`config.mk`:
```
export PLATFORM = sky130hd
export DESIGN_NAME = alu_rsv_station
export DESIGN_NICKNAME = d
export VERILOG_FILES = /design/src/rtl/alu_rsv_station.sv
export SDC_FILE = /design/constraint.sdc
export NUM_CORES = 2
export LEC_CHECK = 0
export CAP_MARGIN = 10
export CORE_ASPECT_RATIO = 0.6
export CORE_MARGIN = 4
export CORE_UTILIZATION = 25
export DETAILED_ROUTE_END_ITERATION = 10
export GPL_ROUTABILITY_DRIVEN = 0
export PLACE_DENSITY = 0.37
export SKIP_CTS_REPAIR_TIMING = 1
export SYNTH_ARGS = -nofsm -noshare
export SYNTH_HDL_FRONTEND = slang
export SYNTH_SLANG_ARGS = --single-unit
export TNS_END_PERCENT = 1
```
`constraint.sdc`:
```
create_clock -name clk -period 18.6 [get_ports clk]
set_input_delay 3.72 -clock clk [delete_from_list [all_inputs] [get_ports clk]]
set_output_delay 3.72 -clock clk [all_outputs]
set_load 0.05 [all_outputs]
```
`src/rtl/alu_rsv_station.sv`:
```
// ALU reservation station: buffers dispatched ops, snoops ALU/LSB CDBs, issues one ready op per cycle.
// Build option: define ALU_RS_OLDEST_FIRST_EN to issue the oldest ready entry (age matrix); default is lowest index.
module alu_rsv_station #(
  parameter int unsigned RS_SIZE = 16,
  parameter int unsigned OP_W    = 6,
  parameter int unsigned ROB_W   = 4,
  parameter int unsigned DATA_W  = 32,
  parameter int unsigned ADDR_W  = 32
) (
  input  logic              clk,
  input  logic              rst,
  input  logic              rdy,
  input  logic              disp_valid,
  input  logic [OP_W-1:0]   disp_op_id,
  input  logic [ADDR_W-1:0] disp_pc,
  input  logic [DATA_W-1:0] disp_vj,
  input  logic [DATA_W-1:0] disp_vk,
  input  logic              disp_rj,
  input  logic              disp_rk,
  input  logic [ROB_W-1:0]  disp_qj,
  input  logic [ROB_W-1:0]  disp_qk,
  input  logic [DATA_W-1:0] disp_imm,
  input  logic [ROB_W-1:0]  disp_rob_id,
  output logic              rs_full,
  input  logic              alu_cdb_valid,
  input  logic [ROB_W-1:0]  alu_cdb_rob_id,
  input  logic [DATA_W-1:0] alu_cdb_value,
  input  logic              lsb_cdb_valid,
  input  logic [ROB_W-1:0]  lsb_cdb_rob_id,
  input  logic [DATA_W-1:0] lsb_cdb_value,
  output logic              rs_out_valid,
  output logic [OP_W-1:0]   rs_out_op_id,
  output logic [ADDR_W-1:0] rs_out_pc,
  output logic [DATA_W-1:0] rs_out_rs1,
  output logic [DATA_W-1:0] rs_out_rs2,
  output logic [DATA_W-1:0] rs_out_imm,
  output logic [ROB_W-1:0]  rs_out_rob_id,
  input  logic              rob_rollback
);

  localparam int unsigned IDX_W = $clog2(RS_SIZE);
  localparam int unsigned CNT_W = IDX_W + 1;

  logic [RS_SIZE-1:0] busy_q, rj_q, rk_q;
  logic [OP_W-1:0]    op_q  [RS_SIZE];
  logic [ADDR_W-1:0]  pc_q  [RS_SIZE];
  logic [DATA_W-1:0]  vj_q  [RS_SIZE];
  logic [DATA_W-1:0]  vk_q  [RS_SIZE];
  logic [DATA_W-1:0]  imm_q [RS_SIZE];
  logic [ROB_W-1:0]   qj_q  [RS_SIZE];
  logic [ROB_W-1:0]   qk_q  [RS_SIZE];
  logic [ROB_W-1:0]   rob_q [RS_SIZE];

  logic              out_valid_q, full_q;
  logic [OP_W-1:0]   out_op_q;
  logic [ADDR_W-1:0] out_pc_q;
  logic [DATA_W-1:0] out_rs1_q, out_rs2_q, out_imm_q;
  logic [ROB_W-1:0]  out_rob_q;

  logic [RS_SIZE-1:0] ready_c, busy_d;
  logic               iss_found_c, alloc_found_c, alloc_c;
  logic [IDX_W-1:0]   iss_idx_c, alloc_idx_c;
  logic [CNT_W-1:0]   free_cnt_c;

  assign rs_full       = full_q;
  assign rs_out_valid  = out_valid_q;
  assign rs_out_op_id  = out_op_q;
  assign rs_out_pc     = out_pc_q;
  assign rs_out_rs1    = out_rs1_q;
  assign rs_out_rs2    = out_rs2_q;
  assign rs_out_imm    = out_imm_q;
  assign rs_out_rob_id = out_rob_q;

  // ALU broadcast takes precedence when both buses carry the same ROB id
  function automatic logic cdb_hit(input logic [ROB_W-1:0] q);
    return (alu_cdb_valid && (alu_cdb_rob_id == q)) || (lsb_cdb_valid && (lsb_cdb_rob_id == q));
  endfunction

  function automatic logic [DATA_W-1:0] cdb_val(input logic [ROB_W-1:0] q);
    return (alu_cdb_valid && (alu_cdb_rob_id == q)) ? alu_cdb_value : lsb_cdb_value;
  endfunction

  assign ready_c = busy_q & rj_q & rk_q;

`ifdef ALU_RS_OLDEST_FIRST_EN
  // age_q[j][i] = 1 means entry j was allocated before entry i
  logic [RS_SIZE-1:0] age_q [RS_SIZE];
  logic [RS_SIZE-1:0] age_d [RS_SIZE];
  logic               has_older_c;

  always_comb begin
    iss_found_c = 1'b0;
    iss_idx_c   = '0;
    has_older_c = 1'b0;
    for (int i = 0; i < int'(RS_SIZE); i++) begin
      has_older_c = 1'b0;
      for (int j = 0; j < int'(RS_SIZE); j++) begin
        if ((j != i) && ready_c[j] && age_q[j][i]) has_older_c = 1'b1;
      end
      if (ready_c[i] && !has_older_c && !iss_found_c) begin
        iss_found_c = 1'b1;
        iss_idx_c   = IDX_W'(i);
      end
    end
  end

  always_comb begin
    age_d = age_q;
    if (iss_found_c) age_d[iss_idx_c] = '0;
    if (alloc_c) begin
      for (int j = 0; j < int'(RS_SIZE); j++) age_d[j][alloc_idx_c] = 1'b1;
      age_d[alloc_idx_c] = '0;
    end
  end

  always_ff @(posedge clk) begin
    if (rst) begin
      age_q <= '{default: '0};
    end else if (rdy) begin
      if (rob_rollback) age_q <= '{default: '0};
      else              age_q <= age_d;
    end
  end
`else
  always_comb begin
    iss_found_c = 1'b0;
    iss_idx_c   = '0;
    for (int i = int'(RS_SIZE) - 1; i >= 0; i--) begin
      if (ready_c[i]) begin
        iss_found_c = 1'b1;
        iss_idx_c   = IDX_W'(i);
      end
    end
  end
`endif

  // Allocation looks only at entries free before this edge
  always_comb begin
    alloc_found_c = 1'b0;
    alloc_idx_c   = '0;
    for (int i = int'(RS_SIZE) - 1; i >= 0; i--) begin
      if (!busy_q[i]) begin
        alloc_found_c = 1'b1;
        alloc_idx_c   = IDX_W'(i);
      end
    end
    alloc_c = disp_valid && alloc_found_c;
  end

  always_comb begin
    busy_d = busy_q;
    if (iss_found_c) busy_d[iss_idx_c] = 1'b0;
    if (alloc_c)     busy_d[alloc_idx_c] = 1'b1;
    free_cnt_c = '0;
    for (int i = 0; i < int'(RS_SIZE); i++) begin
      if (!busy_d[i]) free_cnt_c = free_cnt_c + CNT_W'(1);
    end
  end

  always_ff @(posedge clk) begin
    if (rst) begin
      busy_q      <= '0;
      rj_q        <= '0;
      rk_q        <= '0;
      out_valid_q <= 1'b0;
      full_q      <= 1'b0;
      out_op_q    <= '0;
      out_pc_q    <= '0;
      out_rs1_q   <= '0;
      out_rs2_q   <= '0;
      out_imm_q   <= '0;
      out_rob_q   <= '0;
    end else if (rdy) begin
      if (rob_rollback) begin
        busy_q      <= '0;
        out_valid_q <= 1'b0;
        full_q      <= 1'b0;
      end else begin
        for (int i = 0; i < int'(RS_SIZE); i++) begin
          if (busy_q[i] && !rj_q[i] && cdb_hit(qj_q[i])) begin
            vj_q[i] <= cdb_val(qj_q[i]);
            rj_q[i] <= 1'b1;
          end
          if (busy_q[i] && !rk_q[i] && cdb_hit(qk_q[i])) begin
            vk_q[i] <= cdb_val(qk_q[i]);
            rk_q[i] <= 1'b1;
          end
        end
        out_valid_q <= iss_found_c;
        if (iss_found_c) begin
          out_op_q  <= op_q[iss_idx_c];
          out_pc_q  <= pc_q[iss_idx_c];
          out_rs1_q <= vj_q[iss_idx_c];
          out_rs2_q <= vk_q[iss_idx_c];
          out_imm_q <= imm_q[iss_idx_c];
          out_rob_q <= rob_q[iss_idx_c];
        end
        if (alloc_c) begin
          op_q[alloc_idx_c]  <= disp_op_id;
          pc_q[alloc_idx_c]  <= disp_pc;
          imm_q[alloc_idx_c] <= disp_imm;
          rob_q[alloc_idx_c] <= disp_rob_id;
          qj_q[alloc_idx_c]  <= disp_qj;
          qk_q[alloc_idx_c]  <= disp_qk;
          if (!disp_rj && cdb_hit(disp_qj)) begin
            vj_q[alloc_idx_c] <= cdb_val(disp_qj);
            rj_q[alloc_idx_c] <= 1'b1;
          end else begin
            vj_q[alloc_idx_c] <= disp_vj;
            rj_q[alloc_idx_c] <= disp_rj;
          end
          if (!disp_rk && cdb_hit(disp_qk)) begin
            vk_q[alloc_idx_c] <= cdb_val(disp_qk);
            rk_q[alloc_idx_c] <= 1'b1;
          end else begin
            vk_q[alloc_idx_c] <= disp_vk;
            rk_q[alloc_idx_c] <= disp_rk;
          end
        end
        busy_q <= busy_d;
        full_q <= (free_cnt_c <= CNT_W'(1));
      end
    end
  end

endmodule

```
==> run summary <==
portion of the clock cycle consumed by the worst path in the final layout -> 0.688
placed inst area -> 133000 um^2
power per unit of standard cell area -> 92.3 nW/um^2
total negative slack -> 0 ns
Post-Synth Adder-Cell Area -> 0.00165
H-tree Lvls -> 5
design area -> 142000 um^2
slowest CP cell -> sky130_fd_sc_hd__clkdlybuf4s50_1
fillers -> 49321
overall die height -> 548 um
clock network latency to the later pin of the worst-skew pair -> 0.93 ns
peak clock frequency supported by timing -> 78.2 MHz
number of nets produced by synthesis -> 11209
peak supply drop -> 0.0734 mV
grt ovf -> 0
initial core utilization -> 0.251
Max Fanout on Critical Path -> 13
CTS clock-pin slew for the worst setup and hold paths -> 0.07 ns
relative slew slack -> 0.0594
count of state elements after synthesis -> 2524
max capacitance violation total -> 0
register area share after synthesis -> 0.608
mux cell area share after synthesis -> 0.0905
area growth from synthesis to final layout -> 17.0%
Worst R2R Setup Slack -> 7.31 ns
pin count of the biggest net entering global routing -> 112
Clock Skews -> 0.0462 ns
non-filler instance count after layout -> 17628
routed wire length -> 590000 um
overall fraction of global-route tracks in use -> 0.227
maximum cell stage delay along the critical path -> 0.73 ns
# placed instances -> 17111
count of nets left with antenna violations after detail routing -> 0
Die Footprint -> 498000 um^2
number of placement rows -> 198
status -> completed
router iterations before antenna repair -> 8
via/cell ratio -> 5.38
Synth async-reset ratio -> 0
total area of multi-input combinational cells -> 44100 um^2
Syn Std Cell Area -> 122000 um^2
clock tree root buffer cell -> sky130_fd_sc_hd__clkbuf_16
initial antenna violation count -> 38
worst min-delay path category -> reg -> reg
number of buffer cells added on primary ports -> 366
final cell utilization of the core -> 0.294
startpoint type of the worst setup path -> primary input
area of the core -> 485000 um^2
Via Count -> 94781
slew at the pin closest to its max-slew limit -> 1.40 ns
total setup violations reported at the end of the flow -> 0
Unique masters post-synth -> 79
required time of the critical path -> 19.45 ns
data arrival time at the worst-slack endpoint -> 13.64 ns
global-route wire length before repair -> 798000 um
total leakage power -> 42.5 nW
xor and xnor fraction of the mapped netlist area -> 0.0248
number of max-slew violations in the final report -> 0
worst setup path class -> in -> reg
total half-perimeter wirelength after legalization and detailed placement -> 329000 um
clock tree from TritonCTS -> done
share of post-route cells with drive strength above 1 -> 0.0936
clock net sink count -> 2524
area fraction in and, or, nand and nor cells after synthesis -> 0.103
per-instance average area after synthesis -> 11.1 um^2
most frequent CP cell -> sky130_fd_sc_hd__ha_1
endpoint class of the critical path -> flop
number of I/O pins -> 367
setup repair after global routing missed its margin -> no
compound-gate portion of the synthesized area -> 0.136
clock buffers created by TritonCTS -> 282
net count of the finished layout -> 11142
endpoints failing hold -> 0
maximum clock insertion buffer count -> 4
detail-routed net length per standard cell -> 33.4 um
Synth warnings -> 0
combinational family with the most area after synthesis -> compound AO/OA/AOI/OAI gates
Starting DRT DRC Count -> 11682
Chip Width -> 908 um
minimum clock period after layout -> 12.79 ns
top flip-flop cell by instance count after synthesis -> sky130_fd_sc_hd__edfxtp_1
vias in the first global route -> 90254
Storage cell area -> 73900 um^2
count of unresolved DRC violations after routing -> 0
total power after layout -> 13.1 mW
Post-synth EDFFs -> 2336
Post-Synthesis Cells -> 10966
[per-stage QoR]
step                      setup slack, ns  hold WS (ns)
after floorplan                      7.15         0.480
after global placement               4.82         0.478
after detailed placement             5.07         0.480
after CTS                            6.02         0.495
after global routing                 5.21         0.509
final                                5.81         0.489
[state kept, by name, summed over array words and instances (netlist names), 32 cells and up]
signal	count
pc_q	512
qj_q	64
qk_q	64
vk_q	512
imm_q	512
rs_out_pc	32
vj_q	512
rs_out_imm	32
rob_q	64
rs_out_rs1	32
op_q	96
rs_out_rs2	32
[cells in the mapped netlist, drive strengths merged, types with 16 or more instances]
cell / instances / share of area
ha: 16 / 0.0016
o22ai: 280 / 0.014
a21oi: 690 / 0.029
nor4: 69 / 0.0035
dfxtp: 188 / 0.031
mux2i: 1096 / 0.090
a211oi: 33 / 0.0022
a221oi: 555 / 0.040
clkbuf: 988 / 0.030
nand2: 2267 / 0.070
nor2: 315 / 0.0097
edfxtp: 2336 / 0.58
or2: 17 / 0.00087
nor3: 290 / 0.012
o21ai: 1105 / 0.045
and3: 31 / 0.0016
xnor2: 102 / 0.0082
xor2: 216 / 0.016
buf: 168 / 0.0054
nand3: 46 / 0.0019
[where the power goes]
group          switching (mW)  internal [mW]  total, mW
combinational           0.702          0.415       1.12
clock                    2.54           3.27       5.80
sequential            0.00388           6.21       6.21
total                    3.24           9.89       13.1
[final cells by class]
class | count | area share
antenna | 6 | 0.000106
timing repair buffer | 805 | 0.0489
tap | 6500 | 0.0571
sequential | 2524 | 0.519
inverter | 15 | 0.000396
clock buffer | 380 | 0.0551
clock inverter | 127 | 0.00886
multi-input combinational | 7271 | 0.310
[cell families (layout without fill, tap and decap cells)]
kind of cell,count (synthesis),in the layout
AND/OR/NAND/NOR,3100,3100
AO/OA/AOI/OAI,2733,2733
flip-flops,2524,2524
buffers and inverters,1171,1327
multiplexers,1099,1099
XOR/XNOR,323,323
adder cells (fa/ha/maj),16,16
other,0,6
[critical path, delay by kind of cell]
| kind | cells | cell delay, ns |
|---|---|---|
| buf+inv | 3 | 0.96 |
| mux | 6 | 1.60 |
| simple gates | 6 | 1.20 |
| xor+xnor | 6 | 0.95 |
| fa+ha+maj | 8 | 2.57 |
| compound gates | 13 | 2.59 |
[metal layers]
metal | wire, um | vias to the layer above | track usage
met4 | 12800 | 8 | 0.0459
met3 | 47500 | 700 | 0.0399
met5 | 50 | - | 0
met1 | 279000 | 49086 | 0.344
li1 | - | 40354 | -
met2 | 250000 | 4633 | 0.337
[final timing paths]
path	from	to	depth (start not counted)
worst max register to register	busy_q[14]	rs_full	45
worst max-delay path	disp_valid	rs_full	42
worst min-delay path	rs_out_imm[29]	rs_out_imm[29]	2
worst min register to register	rs_out_imm[29]	rs_out_imm[29]	2
[placed cells by master, fill, tap and decap left out, types with 20 or more instances in the layout]
master,instances
sky130_fd_sc_hd__a211oi_1,31
sky130_fd_sc_hd__a21oi_1,666
sky130_fd_sc_hd__a21oi_4,20
sky130_fd_sc_hd__a221oi_1,553
sky130_fd_sc_hd__and3_1,27
sky130_fd_sc_hd__buf_2,38
sky130_fd_sc_hd__buf_4,422
sky130_fd_sc_hd__bufinv_16,21
sky130_fd_sc_hd__clkbuf_1,67
sky130_fd_sc_hd__clkbuf_16,291
sky130_fd_sc_hd__clkbuf_8,22
sky130_fd_sc_hd__clkdlybuf4s50_1,327
sky130_fd_sc_hd__clkinv_1,41
sky130_fd_sc_hd__clkinv_2,42
sky130_fd_sc_hd__dfxtp_1,188
sky130_fd_sc_hd__edfxtp_1,2336
sky130_fd_sc_hd__mux2i_1,1096
sky130_fd_sc_hd__nand2_1,2265
sky130_fd_sc_hd__nand3_1,45
sky130_fd_sc_hd__nor2_1,291
sky130_fd_sc_hd__nor2_4,22
sky130_fd_sc_hd__nor3_1,273
sky130_fd_sc_hd__nor4_1,35
sky130_fd_sc_hd__nor4_2,34
sky130_fd_sc_hd__o21ai_0,1097
sky130_fd_sc_hd__o22ai_1,279
sky130_fd_sc_hd__xnor2_1,92
sky130_fd_sc_hd__xor2_1,215
Note: power is estimated with default switching activity, not from simulation.
